## config.mk

```make
export PLATFORM = sky130hd
export DESIGN_NAME = ps2_key_tracker_flat
export DESIGN_NICKNAME = d
export VERILOG_FILES = /design/src/rtl/ps2_key_tracker_if.sv /design/src/rtl/ps2_key_tracker.sv /design/src/flat_wrapper.sv
export SDC_FILE = /design/constraint.sdc
export NUM_CORES = 1
export LEC_CHECK = 0
export ABC_AREA = 1
export CAP_MARGIN = 20
export CORE_MARGIN = 3
export CORE_UTILIZATION = 60
export CTS_CLUSTER_DIAMETER = 30
export CTS_CLUSTER_SIZE = 10
export DETAILED_ROUTE_END_ITERATION = 8
export GPL_TIMING_DRIVEN = 0
export PLACE_DENSITY = 0.79
export SYNTH_ARGS = -nofsm -noshare
export SYNTH_HDL_FRONTEND = slang
export SYNTH_SLANG_ARGS = --single-unit
export TNS_END_PERCENT = 50
```

## constraint.sdc

```tcl
create_clock -name clk -period 2.8 [get_ports clk]
set_clock_uncertainty 0.05 [all_clocks]
set_input_delay 0.28 -clock clk [delete_from_list [all_inputs] [get_ports clk]]
set_output_delay 0.28 -clock clk [all_outputs]
set_load 0.02 [all_outputs]
```

## src/rtl/ps2_key_tracker_if.sv

```systemverilog
// Event stream between the PS/2 key tracker and its consumer.
// The master drives the head-of-FIFO event; the slave drives the pop strobe.
interface ps2_key_tracker_if;
  logic       evt_valid;
  logic       evt_ready;
  logic [8:0] evt_code;
  logic       evt_make;
  logic       evt_repeat;

  modport master (
    output evt_valid,
    output evt_code,
    output evt_make,
    output evt_repeat,
    input  evt_ready
  );

  modport slave (
    input  evt_valid,
    input  evt_code,
    input  evt_make,
    input  evt_repeat,
    output evt_ready
  );
endinterface

```

## src/rtl/ps2_key_tracker.sv

```systemverilog
// PS/2 set-2 scan-code tracker: decodes E0/F0 prefixes, keeps a table of held
// keys and queues press/release events in a first-word fall-through FIFO.
// Optional feature macro: KEY_TYPEMATIC_EN (repeat makes of a held key are
// queued with evt_repeat=1 instead of being discarded).
module ps2_key_tracker #(
  parameter int unsigned MAX_KEYS   = 4,
  parameter int unsigned FIFO_DEPTH = 8
) (
  input  logic                         clk,
  input  logic                         rst,
  input  logic                         ready,
  input  logic [7:0]                   data,
  ps2_key_tracker_if.master            evt,
  output logic [$clog2(MAX_KEYS+1)-1:0] held_count,
  output logic                         any_pressed,
  output logic                         overflow,
  input  logic                         ovf_clr
);

  localparam int unsigned CW = $clog2(MAX_KEYS + 1);
  localparam int unsigned AW = $clog2(FIFO_DEPTH);
  localparam int unsigned KW = (MAX_KEYS > 1) ? $clog2(MAX_KEYS) : 1;

  typedef enum logic [1:0] {StIdle, StExt, StBrk, StExtBrk} state_e;

  state_e state_q, state_d;

  logic       do_make;
  logic       do_break;
  logic [8:0] key;

  // Key table
  logic [MAX_KEYS-1:0] slot_valid_q;
  logic [8:0]          slot_key_q [MAX_KEYS];
  logic                hit;
  logic [KW-1:0]       hit_idx;
  logic                has_free;
  logic [KW-1:0]       free_idx;
  logic                tbl_set;
  logic                tbl_clr;
  logic                drop_tbl;

  // Event FIFO
  logic [AW:0] wr_ptr_q, rd_ptr_q;
  logic [8:0]  mem_key  [FIFO_DEPTH];
  logic        mem_make [FIFO_DEPTH];
  logic        fifo_empty;
  logic        fifo_full;
  logic        push_req;
  logic        push_make;
  logic        push;
  logic        pop;
  logic        drop_fifo;
`ifdef KEY_TYPEMATIC_EN
  logic        mem_rep [FIFO_DEPTH];
  logic        push_rep;
`endif

  // Prefix state register
  always_ff @(posedge clk) begin
    if (rst) state_q <= StIdle;
    else     state_q <= state_d;
  end

  // Prefix decode: only the final byte of a sequence produces a make/break
  always_comb begin
    state_d  = state_q;
    do_make  = 1'b0;
    do_break = 1'b0;
    key      = {1'b0, data};
    if (ready) begin
      unique case (state_q)
        StIdle: begin
          if (data == 8'hE0)      state_d = StExt;
          else if (data == 8'hF0) state_d = StBrk;
          else                    do_make = 1'b1;
        end
        StExt: begin
          if (data == 8'hF0)      state_d = StExtBrk;
          else if (data == 8'hE0) state_d = StExt;
          else begin
            do_make = 1'b1;
            key     = {1'b1, data};
            state_d = StIdle;
          end
        end
        StBrk: begin
          // E0 after F0 is a protocol error; restart as an extended sequence
          if (data == 8'hE0) state_d = StExt;
          else begin
            do_break = 1'b1;
            state_d  = StIdle;
          end
        end
        StExtBrk: begin
          if (data == 8'hE0 || data == 8'hF0) state_d = StExt;
          else begin
            do_break = 1'b1;
            key      = {1'b1, data};
            state_d  = StIdle;
          end
        end
        default: state_d = StIdle;
      endcase
    end
  end

  // Parallel table lookup; descending scan so the lowest index wins
  always_comb begin
    hit      = 1'b0;
    hit_idx  = '0;
    has_free = 1'b0;
    free_idx = '0;
    for (int i = MAX_KEYS - 1; i >= 0; i--) begin
      if (slot_valid_q[i] && slot_key_q[i] == key) begin
        hit     = 1'b1;
        hit_idx = KW'(i);
      end
      if (!slot_valid_q[i]) begin
        has_free = 1'b1;
        free_idx = KW'(i);
      end
    end
  end

  // Held-key population count
  always_comb begin
    held_count = '0;
    for (int i = 0; i < MAX_KEYS; i++) begin
      if (slot_valid_q[i]) held_count = held_count + CW'(1);
    end
    any_pressed = (held_count != '0);
  end

  // Event generation and table actions
  always_comb begin
    push_req  = 1'b0;
    push_make = 1'b0;
    tbl_set   = 1'b0;
    tbl_clr   = 1'b0;
    drop_tbl  = 1'b0;
`ifdef KEY_TYPEMATIC_EN
    push_rep  = 1'b0;
`endif
    if (do_make) begin
      if (hit) begin
`ifdef KEY_TYPEMATIC_EN
        push_req  = 1'b1;
        push_make = 1'b1;
        push_rep  = 1'b1;
`endif
      end else if (has_free) begin
        tbl_set   = 1'b1;
        push_req  = 1'b1;
        push_make = 1'b1;
      end else begin
        drop_tbl = 1'b1;
      end
    end
    // Break of a key not held is silently ignored
    if (do_break && hit) begin
      tbl_clr  = 1'b1;
      push_req = 1'b1;
    end
  end

  // Table update, independent of FIFO state
  always_ff @(posedge clk) begin
    if (rst) begin
      slot_valid_q <= '0;
      for (int i = 0; i < MAX_KEYS; i++) slot_key_q[i] <= '0;
    end else begin
      if (tbl_set) begin
        slot_valid_q[free_idx] <= 1'b1;
        slot_key_q[free_idx]   <= key;
      end
      if (tbl_clr) slot_valid_q[hit_idx] <= 1'b0;
    end
  end

  assign fifo_empty = (wr_ptr_q == rd_ptr_q);
  assign fifo_full  = (wr_ptr_q[AW] != rd_ptr_q[AW]) &&
                      (wr_ptr_q[AW-1:0] == rd_ptr_q[AW-1:0]);
  assign pop        = !fifo_empty && evt.evt_ready;
  // A same-cycle pop frees the slot the push needs
  assign push       = push_req && (!fifo_full || pop);
  assign drop_fifo  = push_req && fifo_full && !pop;

  // FIFO pointers
  always_ff @(posedge clk) begin
    if (rst) begin
      wr_ptr_q <= '0;
      rd_ptr_q <= '0;
    end else begin
      if (push) wr_ptr_q <= wr_ptr_q + 1'b1;
      if (pop)  rd_ptr_q <= rd_ptr_q + 1'b1;
    end
  end

  // FIFO storage
  always_ff @(posedge clk) begin
    if (push) begin
      mem_key[wr_ptr_q[AW-1:0]]  <= key;
      mem_make[wr_ptr_q[AW-1:0]] <= push_make;
`ifdef KEY_TYPEMATIC_EN
      mem_rep[wr_ptr_q[AW-1:0]]  <= push_rep;
`endif
    end
  end

  // Sticky overflow; a new drop outranks a clear in the same cycle
  always_ff @(posedge clk) begin
    if (rst)                        overflow <= 1'b0;
    else if (drop_tbl || drop_fifo) overflow <= 1'b1;
    else if (ovf_clr)               overflow <= 1'b0;
  end

  // Head-of-FIFO outputs, forced to zero when empty
  always_comb begin
    evt.evt_valid  = !fifo_empty;
    evt.evt_code   = fifo_empty ? 9'd0 : mem_key[rd_ptr_q[AW-1:0]];
    evt.evt_make   = fifo_empty ? 1'b0 : mem_make[rd_ptr_q[AW-1:0]];
`ifdef KEY_TYPEMATIC_EN
    evt.evt_repeat = fifo_empty ? 1'b0 : mem_rep[rd_ptr_q[AW-1:0]];
`else
    evt.evt_repeat = 1'b0;
`endif
  end

endmodule

```

## src/flat_wrapper.sv

```systemverilog
// flat-port wrapper written by rule: the top's interface ports become plain ports
module ps2_key_tracker_flat 
#(
  parameter int unsigned MAX_KEYS   = 4,
  parameter int unsigned FIFO_DEPTH = 8
)
  (clk, rst, ready, data, held_count, any_pressed, overflow, ovf_clr, evt_evt_valid, evt_evt_code, evt_evt_make, evt_evt_repeat, evt_evt_ready);
  ps2_key_tracker_if evt_i ();
  input  logic clk;
  input  logic rst;
  input  logic ready;
  input  logic [7:0] data;
  output logic [$clog2(MAX_KEYS+1)-1:0] held_count;
  output logic any_pressed;
  output logic overflow;
  input  logic ovf_clr;
  output wire logic [$bits(evt_i.evt_valid)-1:0] evt_evt_valid;
  output wire logic [$bits(evt_i.evt_code)-1:0] evt_evt_code;
  output wire logic [$bits(evt_i.evt_make)-1:0] evt_evt_make;
  output wire logic [$bits(evt_i.evt_repeat)-1:0] evt_evt_repeat;
  input wire logic [$bits(evt_i.evt_ready)-1:0] evt_evt_ready;
  assign evt_evt_valid = evt_i.evt_valid;
  assign evt_evt_code = evt_i.evt_code;
  assign evt_evt_make = evt_i.evt_make;
  assign evt_evt_repeat = evt_i.evt_repeat;
  assign evt_i.evt_ready = evt_evt_ready;
  ps2_key_tracker #(.MAX_KEYS(MAX_KEYS), .FIFO_DEPTH(FIFO_DEPTH)) u_core (.clk(clk), .rst(rst), .ready(ready), .data(data), .evt(evt_i), .held_count(held_count), .any_pressed(any_pressed), .overflow(overflow), .ovf_clr(ovf_clr));
endmodule
```

==> results of run 1 <==
-- area by class of cell --
class                   count  area (um^2)  area share [%]
flip-flops and latches    134         3850            51.9
multi-input cells         411         2170            29.2
clock buffers              18          428            5.77
repair buffers             33          354            4.77
inverters                  56          213            2.87
well taps                 133          166            2.24
clock inverters            14          135            1.82
plain buffers              22          105            1.42
-- metal layers --
metal / vias to the layer above / part of all wire, % / global-route usage (%)
li1: 2221 / - / -
met1: 2154 / 38 / 33.5
met2: 247 / 50 / 43.6
met3: 28 / 9.4 / 5.76
met4: 0 / 2.6 / 10.6
met5: - / 0 / 0
-- power by group through the flow --
stage | registers [W] | clock network [W] | logic (W)
global route | 0.00233 | 0.00222 | 0.00113
finish | 0.00233 | 0.00210 | 0.00103
floorplan | 0.00235 | 0 | 0.000640
CTS | 0.00232 | 0.00212 | 0.00101
detailed placement | 0.00236 | 0 | 0.00101
global placement | 0.00236 | 0 | 0.000976
-- worst min path at each step --
stage | to | startpoint | depth (start not counted) | slack [ns]
after floorplan | u_core.mem_key[0][0] | data[0] | 0 | 0.33
after global routing | u_core.mem_key[7][7] | data[7] | 1 | 0.15
after global placement | u_core.wr_ptr_q[3] | u_core.wr_ptr_q[3] | 2 | 0.45
after CTS | u_core.wr_ptr_q[1] | rst | 2 | 0.16
final | u_core.mem_key[1][7] | data[7] | 1 | 0.15
after detailed placement | u_core.rd_ptr_q[0] | u_core.rd_ptr_q[0] | 1 | 0.47
-- registers in the layout (all words and copies together), names as in the netlist, named ones only --
name,count
u_core.rd_ptr_q,4
u_core.overflow,1
u_core.mem_make,8
u_core.mem_key,72
u_core.slot_key_q,36
u_core.slot_valid_q,4
u_core.state_q,2
u_core.wr_ptr_q,4
-- what timing repair did --
action / 4_1_cts / 5_1_grt
setup buffers: 3 / 3
pin swaps: 3 / 4
hold buffers: 0 / 0
setup endpoints to repair: 130 / 126
hold endpoints to repair: 0 / 0
resized for setup: 54 / 28
-- per-stage QoR --
| step | hold slack [ns] | TNS (ns) |
|---|---|---|
| after detailed placement | 0.466 | -112.09 |
| after CTS | 0.162 | 0 |
| final | 0.155 | 0 |
| after floorplan | 0.329 | 0 |
| after global placement | 0.446 | -97.66 |
| after global routing | 0.149 | -0.199 |
-- placed cells by master (no fill, tap or decap), types with 3 or more instances in the layout --
cell type        instances
ha_1                     5
dlygate4sd2_1            9
clkdlybuf4s15_1          3
inv_2                    8
clkdlybuf4s50_1          6
edfxtp_1               116
inv_4                    4
clkbuf_2                11
o21ai_1                  4
nand3_2                  6
nor2_1                 132
inv_1                   47
inv_6                    6
a21oi_1                 14
nor3_4                   4
nand2_1                 89
xor2_1                   4
nor3_1                   3
o21ai_0                 63
buf_12                   6
nor2_4                   7
clkbuf_1                10
a31oi_1                 11
nand2_2                  7
nand3_1                 17
buf_2                    4
nand2_4                  3
dfxtp_1                 15
o22ai_1                 10
xnor2_1                 10
clkbuf_16               16
-- cell families (layout without fill, tap and decap cells) --
| family | Yosys count | in the layout | synth area share, % |
|---|---|---|---|
| AO/OA/AOI/OAI | 109 | 109 | 9.69 |
| XOR/XNOR | 15 | 15 | 2.11 |
| adder cells (fa/ha/maj) | 6 | 6 | 1.20 |
| buffers and inverters | 79 | 143 | 4.90 |
| flip-flops | 134 | 134 | 61.7 |
| other | 1 | 1 | 0.0602 |
| AND/OR/NAND/NOR | 280 | 280 | 20.4 |
-- cell usage after synthesis (3+ instances only) --
master	count
nor2_1	136
edfxtp_1	116
nand2_1	92
o21ai_0	65
inv_1	49
clkbuf_1	18
dfxtp_1	18
nand3_1	17
a21oi_1	14
a31oi_1	11
o22ai_1	10
xnor2_1	10
inv_2	7
ha_1	6
nand3_2	6
xor2_1	5
buf_2	4
nand2_2	4
nor3_2	4
nand2_4	3
nor2_4	3
nor3_1	3
==> metrics.csv, run 1 <==
stage,metric,value,unit
pwr,Psw,0.00162,W
drt,DRT Wirelength,14400,um
grt,largest net degree at the start of global routing,17,
floorplanning,Die Ht,108,um
floorplanning,I/O Pins,30,
setup_path,reg-to-reg endpoint,u_core.mem_key[3][6],
cts,Root Driver,clkbuf_8,
sta,post-route clock period utilization,97.2,%
drt,drt drc,0,
drt,Initial DRT Pass Iterations,5,
setup_path,"CP delay by family, top",adder cells,
synthesis,Synth cell types,39,
drt,Iter 0 DRT Violations,432,
placed_design,PortBufs,27,
floorplanning,die width,108,um
setup_path,worst stage delay on the critical path,0.36,ns
sta,Final Max Slew Viols,0,
drt,number of vias per cell,5.66,
synthesis,syn nets,643,
setup_path,Worst EP required,2.47,ns
cts,clk sinks,134,
final_layout,Fillers,654,
pwr,Switching Share,29.7,%
sta,fin worst setup slack,0.0792,ns
grt,vias in the first global route,4613,
setup_path,kind of critical path,reg -> out,
cts,Max clock buf depth,2,
synthesis,Post-synth ARST share,0,%
sta,RSZ-0062 raised after global routing,yes,
grt,initial antenna violation count,0,
status,status,finished clean,
pwr,Flop pwr share,42.6,%
synthesis,top cell type's share of synthesized area,55.9,%
drt,total number of vias,4650,
setup_path,r2r setup slk,0.38,ns
sta,Final setup viols,0,
synthesis,cell taking the most area after synthesis,edfxtp_1,
sta,Fmax achieved,368,MHz
cts,CTS Buf Count,17,
final_layout,cell area after layout,7420,um^2
final_layout,Finished Layout Cells,821,
pwr,pwr dens,735,nW/um^2
pwr,worst vdd ir,0.000492,V
synthesis,Avg Inst Size Synth,9.99,um^2
placed_design,placed inst area,6670,um^2
final_layout,nets,694,
placed_design,Place WS,-1.09,ns
floorplanning,Initial Utilization,62.6,%
final_layout,number of inserted diodes,0,
cts,Clock Latency Late Sink,0.52,ns
pwr,Logic pwr share,18.9,%
setup_path,WP data arrival,2.39,ns
synthesis,Post-synth EDFFs,116,
sta,Final Hold Viols,0,
setup_path,Worst Setup SP,u_core.slot_valid_q[1],
setup_path,path depth of the worst reg2reg path,11,
floorplanning,die area,11600,um^2
floorplanning,core footprint,9950,um^2
synthesis,Synth Warn #,0,
setup_path,Worst R2R Start,u_core.slot_key_q[0][1],
final_layout,layout cells sized above 1,15.7,%
hold_path,Hold Path Class,in -> reg,
setup_path,CP Capture Type,primary output,
pwr,total power,0.00546,W
synthesis,sequential share of the synthesized area,61.7,%
grt,global-route wire length before repair,23000,um
sta,slew margin rel.,51.4,%
cts,CTS tree,built,
setup_path,cell at the slowest stage of the critical path,dfxtp_4,
synthesis,Synth area leaders,"edfxtp_1 56%, nor2_1 8.2%, dfxtp_1 5.8%, nand2_1 5.5%, o21ai_0 5.2%",
pwr,clock power share,38.4,%
final_layout,Syn-to-layout area delta,19.0,%
setup_path,CP Capture Point,any_pressed,
grt,grt ovf,0,
setup_path,CP Cell Sequence,inv_2 > ha_4 > xor2_2 > ha_1 > or2_2 > o21ai_1 > nand2_1 > clkdlybuf4s15_2,
placed_design,dpl cells,784,
drt,DR WL/cell,17.6,um
sta,Tmin final,2.72,ns
pwr,P_int,0.00383,W
placed_design,routability cong.,0.866,
synthesis,Mapped Cells,624,
pwr,static leakage,2.85,nW
cts,Clock Pin Slew Worst Setup and Hold Paths,0.06,ns
setup_path,worst path buffer plus inverter count,2,
sta,Worst Tran Pin Value,0.729,ns
synthesis,Post-Syn Area,6230,um^2
floorplanning,# rows,36,
final_layout,post-layout util,74.5,%
cts,H-tree depth,4,
drt,Final ANT Viol Nets,0,
synthesis,leading register cell type out of synthesis,edfxtp_1,
run,max-cap viol count,0,
setup_path,Worst setup SP type,register,
setup_path,Crit path depth,8,
placed_design,hpwl dp,9220,um
setup_path,critical path peak fanout,5,
grt,overall routing resource usage,26.2,%
synthesis,register bit total from synthesis,134,
Note: power is estimated with default switching activity, not from simulation.
==> inputs of run 2 (changes only) <==
CELL_PAD_IN_SITES_DETAIL_PLACEMENT = 2   (was not set)
CELL_PAD_IN_SITES_GLOBAL_PLACEMENT = 2   (was not set)
CORE_MARGIN = 1.5   (was 3)
CORE_UTILIZATION = 41   (was 60)
CTS_BUF_LIST = sky130_fd_sc_hd__clkbuf_4   (was not set)
PLACE_DENSITY = not set   (was 0.79)
PLACE_DENSITY_LB_ADDON = 0.1   (was not set)
==> metrics.csv, run 2 (synthesized netlist as in run 1, its figures left out) <==
stage,metric,value,unit,change
final_layout,Syn-to-layout area delta,15.9,%,
hold_path,Cells on Worst Hold Path,1,,unchanged
cts,Clock Latency Late Sink,0.54,ns,+0.02 ns
setup_path,Worst setup SP type,primary input,,
floorplanning,core footprint,14700,um^2,+48%
setup_path,Worst R2R Start,u_core.wr_ptr_q[0],,
sta,slew margin rel.,46.8,%,-4.6 points
sta,Final setup viols,0,,unchanged
drt,Final ANT Viol Nets,0,,unchanged
sta,Tmin final,2.68,ns,-0.0396 ns
pwr,worst vdd ir,0.000248,V,-50%
cts,H-tree depth,4,,unchanged
setup_path,critical path peak fanout,10,,+5
setup_path,WP data arrival,2.87,ns,+0.48 ns
cts,CTS Buf Count,17,,unchanged
setup_path,Worst EP required,2.99,ns,+0.52 ns
drt,Initial DRT Pass Iterations,5,,unchanged
pwr,Switching Share,33.4,%,+3.7 points
cts,Root Driver,clkbuf_4,,
pwr,P_int,0.00309,W,-19%
grt,vias in the first global route,5370,,+16%
hold_path,Hold Path Class,in -> reg,,
sta,Worst Tran Pin Value,0.791,ns,+0.0619 ns
setup_path,reg-to-reg endpoint,u_core.mem_key[5][1],,
grt,grt ovf,0,,unchanged
placed_design,hpwl dp,13400,um,+46%
hold_path,Min-Delay Startpoint,data[0],,
floorplanning,Initial Utilization,42.4,%,-20 points
placed_design,routability cong.,0.752,,-13%
floorplanning,# rows,44,,+22%
setup_path,"CP delay by family, top",simple AND/OR/NAND/NOR gates,,
setup_path,kind of critical path,in -> reg,,
final_layout,layout cells sized above 1,17.6,%,+1.9 points
drt,number of vias per cell,5.51,,-2.7%
cts,hold_buf cts,0,,unchanged
final_layout,post-layout util,49.1,%,-25 points
setup_path,CP Cell Sequence,clkdlybuf4s15_1 > buf_2 > inv_1 > nand2_1 > o21ai_0 > inv_1 > nand3_1 > nor2_1 > nand3_2 > nand2_2 > o21ai_1 > nand2_4 > nand3_2 > nor2_4 > buf_12,,
pwr,pwr dens,642,nW/um^2,-13%
final_layout,"commonest non-fill, non-tap cell in the layout",nor2_1,,
final_layout,nets,701,,+1.0%
sta,RSZ-0062 raised after global routing,yes,,
floorplanning,die width,126,um,+17%
cts,CTS tree,built,,
sta,post-route clock period utilization,95.8,%,-1.4 points
grt,global-route wire length before repair,30600,um,+33%
final_layout,most frequent cells in the layout,"132 x nor2_1, 116 x edfxtp_1, 91 x nand2_1, 63 x o21ai_0, 47 x inv_1",,
setup_path,CP Capture Type,register,,
drt,DRT Wirelength,20000,um,+38%
setup_path,worst stage delay on the critical path,0.43,ns,+0.07 ns
final_layout,cell area after layout,7220,um^2,-2.6%
setup_path,cell at the slowest stage of the critical path,clkdlybuf4s15_1,,
drt,Iter 0 DRT Violations,264,,-39%
drt,total number of vias,4834,,+4.0%
cts,clk sinks,134,,unchanged
pwr,Psw,0.00155,W,-4.5%
pwr,Logic pwr share,24.7,%,+5.8 points
setup_path,r2r setup slk,0.22,ns,-0.16 ns
sta,Final Hold Viols,0,,unchanged
placed_design,PortBufs,27,,unchanged
sta,Fmax achieved,373,MHz,+1.5%
cts,Clock Pin Slew Worst Setup and Hold Paths,0.12,ns,+0.06 ns
final_layout,number of inserted diodes,0,,unchanged
sta,Final Max Slew Viols,0,,unchanged
pwr,static leakage,2.77,nW,-2.9%
grt,largest net degree at the start of global routing,17,,unchanged
drt,drt drc,0,,unchanged
status,status,finished clean,,
run,max-cap viol count,0,,unchanged
pwr,clock power share,24.9,%,-14 points
cts,Max clock buf depth,2,,unchanged
setup_path,worst path buffer plus inverter count,5,,+3
floorplanning,Die Ht,126,um,+17%
placed_design,placed inst area,6730,um^2,+0.96%
floorplanning,I/O Pins,30,,unchanged
floorplanning,die area,16000,um^2,+37%
grt,initial antenna violation count,0,,unchanged
hold_path,WHS Endpoint,u_core.mem_key[6][0],,
drt,DR WL/cell,22.7,um,+30%
setup_path,path depth of the worst reg2reg path,8,,-3
final_layout,max reg flops,72,,unchanged
grt,overall routing resource usage,25.7,%,-0.41 points
pwr,Flop pwr share,50.4,%,+7.8 points
run 2: changes by cell type in the layout (fill, tap and decap cells not counted), sizes merged:
cell           before  now
buf                12   23
clkdlybuf4s15       5    3
inv                66   55
dlymetal6s2s        1    3
clkinv              3    7
dlygate4sd2         9    1
clkbuf             40   50
clkinvlp            0    1
clkdlybuf4s50       6    4
run 2: worst register-to-register path: cells and delay by family, from the launching register on:
| family | cells | cell delay, ns |
|---|---|---|
| buffers and inverters | 3 | 0.65 |
| XOR/XNOR | 1 | 0.18 |
| flip-flops | 1 | 0.36 |
| AND/OR/NAND/NOR | 4 | 1.09 |
run 2: cell type report:
cell class | instances | area, um^2
Inverter | 56 | 214
Fill cell | 1524 | 7470
Sequential cell | 134 | 3850
Multi-Input combinational cell | 411 | 2190
Timing Repair Buffer | 40 | 394
Tap cell | 184 | 230
Clock buffer | 22 | 165
Buffer | 22 | 120
Clock inverter | 8 | 60.1
run 2: timing repair:
item | in CTS | in global routing
endpoints found under the setup margin | 131 | 130
pin swaps | 3 | 6
gates resized for setup | 70 | 45
buffers inserted | 5 | 8
run 2: stage by stage:
stage	setup TNS [ns]	power, W	std cells	hold slack [ns]	setup WS [ns]
after floorplan	0	0.00299	624	0.329	0.401
after global placement	-120.04	0.00339	835	0.449	-1.17
after detailed placement	-146.40	0.00347	835	0.460	-1.42
after CTS	-0.669	0.00462	869	0.184	-0.0913
after global routing	-0.0386	0.00484	877	0.0977	-0.0103
final	0	0.00464	877	0.134	0.119
run 2: worst max path at each step:
stage / startpoint / endpoint / slack, ns / cells past startpoint
finish: data[7] / u_core.mem_key[5][1] / 0.12 / 15
global route: u_core.slot_valid_q[0] / held_count[1] / -0.01 / 8
CTS: register / evt_evt_make / -0.09 / 6
detailed placement: data[1] / u_core.mem_key[5][3] / -1.42 / 11
global placement: data[2] / u_core.mem_key[7][1] / -1.17 / 14
floorplan: data[7] / u_core.mem_key[3][0] / 0.40 / 13
run 2: per-layer routing:
layer | routed length (um) | up-vias | part of all wire (%) | global-route usage (%)
li1 | - | 2233 | - | -
met1 | 8120 | 2455 | 41 | 31.0
met2 | 10700 | 114 | 54 | 46.8
met3 | 679 | 32 | 3.4 | 4.30
met4 | 454 | 0 | 2.3 | 9.06
met5 | 0 | - | 0 | 0
run 2: power groups by stage:
stage / clock [W] / sequential (W) / combinational [W]
final: 0.00116 / 0.00234 / 0.00115
after global routing: 0.00124 / 0.00234 / 0.00125
after CTS: 0.00116 / 0.00233 / 0.00113
after floorplan: 0 / 0.00235 / 0.000640
after global placement: 0 / 0.00236 / 0.00103
after detailed placement: 0 / 0.00237 / 0.00110
==> inputs of run 3 (changes only) <==
TNS_END_PERCENT = not set   (was 50)
==> metrics.csv, run 3 (synthesized netlist as in run 1, its figures left out) <==
stage,metric,value,unit,change
sta,Hold Slack,0.107,ns,-0.0270 ns
setup_path,worst stage delay on the critical path,0.38,ns,-0.05 ns
sta,Fmax achieved,376,MHz,+0.88%
cts,Clock Pin Slew Worst Setup and Hold Paths,0.12,ns,about the same
grt,largest net degree at the start of global routing,17,,unchanged
floorplanning,die width,126,um,unchanged
run,max-cap viol count,0,,unchanged
pwr,static leakage,2.74,nW,-0.90%
setup_path,WP data arrival,2.33,ns,-0.54 ns
cts,hold_buf cts,0,,unchanged
cts,CTS tree,built,,
sta,fin worst setup slack,0.142,ns,+0.0235 ns
sta,Tmin final,2.66,ns,-0.0235 ns
drt,number of vias per cell,5.51,,-0.10%
placed_design,routability cong.,0.752,,unchanged
cts,clk sinks,134,,unchanged
grt,grt ovf,0,,unchanged
final_layout,layout cells sized above 1,18.0,%,+0.37 points
setup_path,critical path peak fanout,10,,unchanged
final_layout,post-layout util,49.0,%,-0.14 points
cts,Max clock buf depth,2,,unchanged
pwr,total power,0.00466,W,+0.34%
floorplanning,Initial Utilization,42.4,%,unchanged
hold_path,Hold Path Class,in -> reg,,
cts,Root Driver,clkbuf_4,,
cts,H-tree depth,4,,unchanged
grt,overall routing resource usage,26.5,%,+0.77 points
final_layout,"commonest non-fill, non-tap cell in the layout",nor2_1,,
setup_path,CP Capture Type,primary output,,
sta,setup TNS,0,ns,unchanged
drt,Initial DRT Pass Iterations,4,,-1
pwr,worst vdd ir,0.000259,V,+4.3%
grt,initial antenna violation count,1,,+1
grt,vias in the first global route,5429,,+1.1%
cts,Clock Latency Late Sink,0.55,ns,about the same
setup_path,cell at the slowest stage of the critical path,dfxtp_2,,
final_layout,max reg flops,72,,unchanged
drt,DR WL/cell,22.7,um,-0.25%
sta,Final Hold Viols,0,,unchanged
placed_design,PortBufs,27,,unchanged
drt,Final ANT Viol Nets,0,,unchanged
grt,global-route wire length before repair,31300,um,+2.5%
pwr,pwr dens,646,nW/um^2,+0.62%
final_layout,most frequent cells in the layout,"131 x nor2_1, 116 x edfxtp_1, 91 x nand2_1, 61 x o21ai_0, 47 x inv_1",,
status,status,finished clean,,
setup_path,kind of critical path,reg -> out,,
setup_path,Worst EP required,2.47,ns,-0.52 ns
sta,slew margin rel.,56.9,%,+10 points
cts,CTS Buf Count,17,,unchanged
floorplanning,core footprint,14700,um^2,unchanged
sta,post-route clock period utilization,94.9,%,-0.84 points
drt,total number of vias,4818,,-0.33%
final_layout,Syn-to-layout area delta,15.6,%,
setup_path,CP Cell Sequence,inv_1 > clkbuf_4 > nor2_1 > o22ai_1 > o21ai_2 > a31oi_1 > clkdlybuf4s15_2,,
sta,Worst Tran Pin Value,0.640,ns,-0.151 ns
setup_path,Worst setup SP type,register,,
floorplanning,I/O Pins,30,,unchanged
floorplanning,# rows,44,,unchanged
floorplanning,Die Ht,126,um,unchanged
drt,DRT Wirelength,19900,um,-0.48%
placed_design,Place WS,-1.42,ns,unchanged
final_layout,nets,698,,-0.43%
drt,Iter 0 DRT Violations,289,,+9.5%
sta,Final Max Slew Viols,0,,unchanged
placed_design,hpwl dp,13400,um,unchanged
drt,drt drc,0,,unchanged
floorplanning,die area,16000,um^2,unchanged
sta,Final setup viols,0,,unchanged
## run 3: cell count changes in the layout (fill, tap and decap cells not counted), moves of 2 or more
| cell | change |
|---|---|
| buf_2 | -2 |
| clkbuf_2 | +2 |
| clkdlybuf4s15_1 | -2 |
| o21ai_0 | -2 |
## run 3: per-layer routing
layer  vias up  part of all wire [%]  global-route usage, %
met2        99                    53                   48.4
met5         -                     0                      0
met1      2457                    41                   31.4
met3        36                   3.5                   4.72
met4         0                   2.7                   9.53
li1       2226                     -                      -
## run 3: path summary, 6_finish.rpt
kind | startpoint | end | slack [ns] | cells past startpoint
max reg2reg | u_core.slot_valid_q[0] | u_core.mem_key[4][4] | 0.15 | 13
max | register | evt_evt_code[5] | 0.14 | 7
min | data[0] | u_core.mem_key[6][0] | 0.11 | 1
min reg2reg | u_core.state_q[0] | u_core.state_q[0] | 0.50 | 2
## run 3: report_power, final
part	switching (W)	internal, W
clock	0.000704	0.000464
combinational	0.000794	0.000359
sequential	0.0000685	0.00227
## run 3: area by class of cell
class / count / area [um^2]
Clock inverter: 8 / 60.1
Timing Repair Buffer: 37 / 357
Buffer: 22 / 121
Inverter: 56 / 214
Antenna cell: 1 / 2.50
Multi-Input combinational cell: 411 / 2200
Tap cell: 184 / 230
Clock buffer: 22 / 165
Sequential cell: 134 / 3850
Fill cell: 1525 / 7490
## run 3: timing repair
item | in CTS | in global routing
buffers inserted | 7 | 3
endpoints found under the setup margin | 131 | 130
pin swaps | 4 | 4
resized for setup | 72 | 55
## run 3: metrics by stage
stage / instance area (um^2) / cells
detailed placement: 6730 / 835
global route: 7200 / 875
finish: 7200 / 875
global placement: 6730 / 835
CTS: 7180 / 871
floorplan: 6230 / 624
## run 3: worst max-delay path: cells and delay by family, from the launching register on
| family | cells | cell delay (ns) |
|---|---|---|
| flip-flops | 1 | 0.38 |
| AND/OR/NAND/NOR | 1 | 0.07 |
| buffers and inverters | 3 | 0.67 |
| AO/OA/AOI/OAI | 3 | 0.66 |
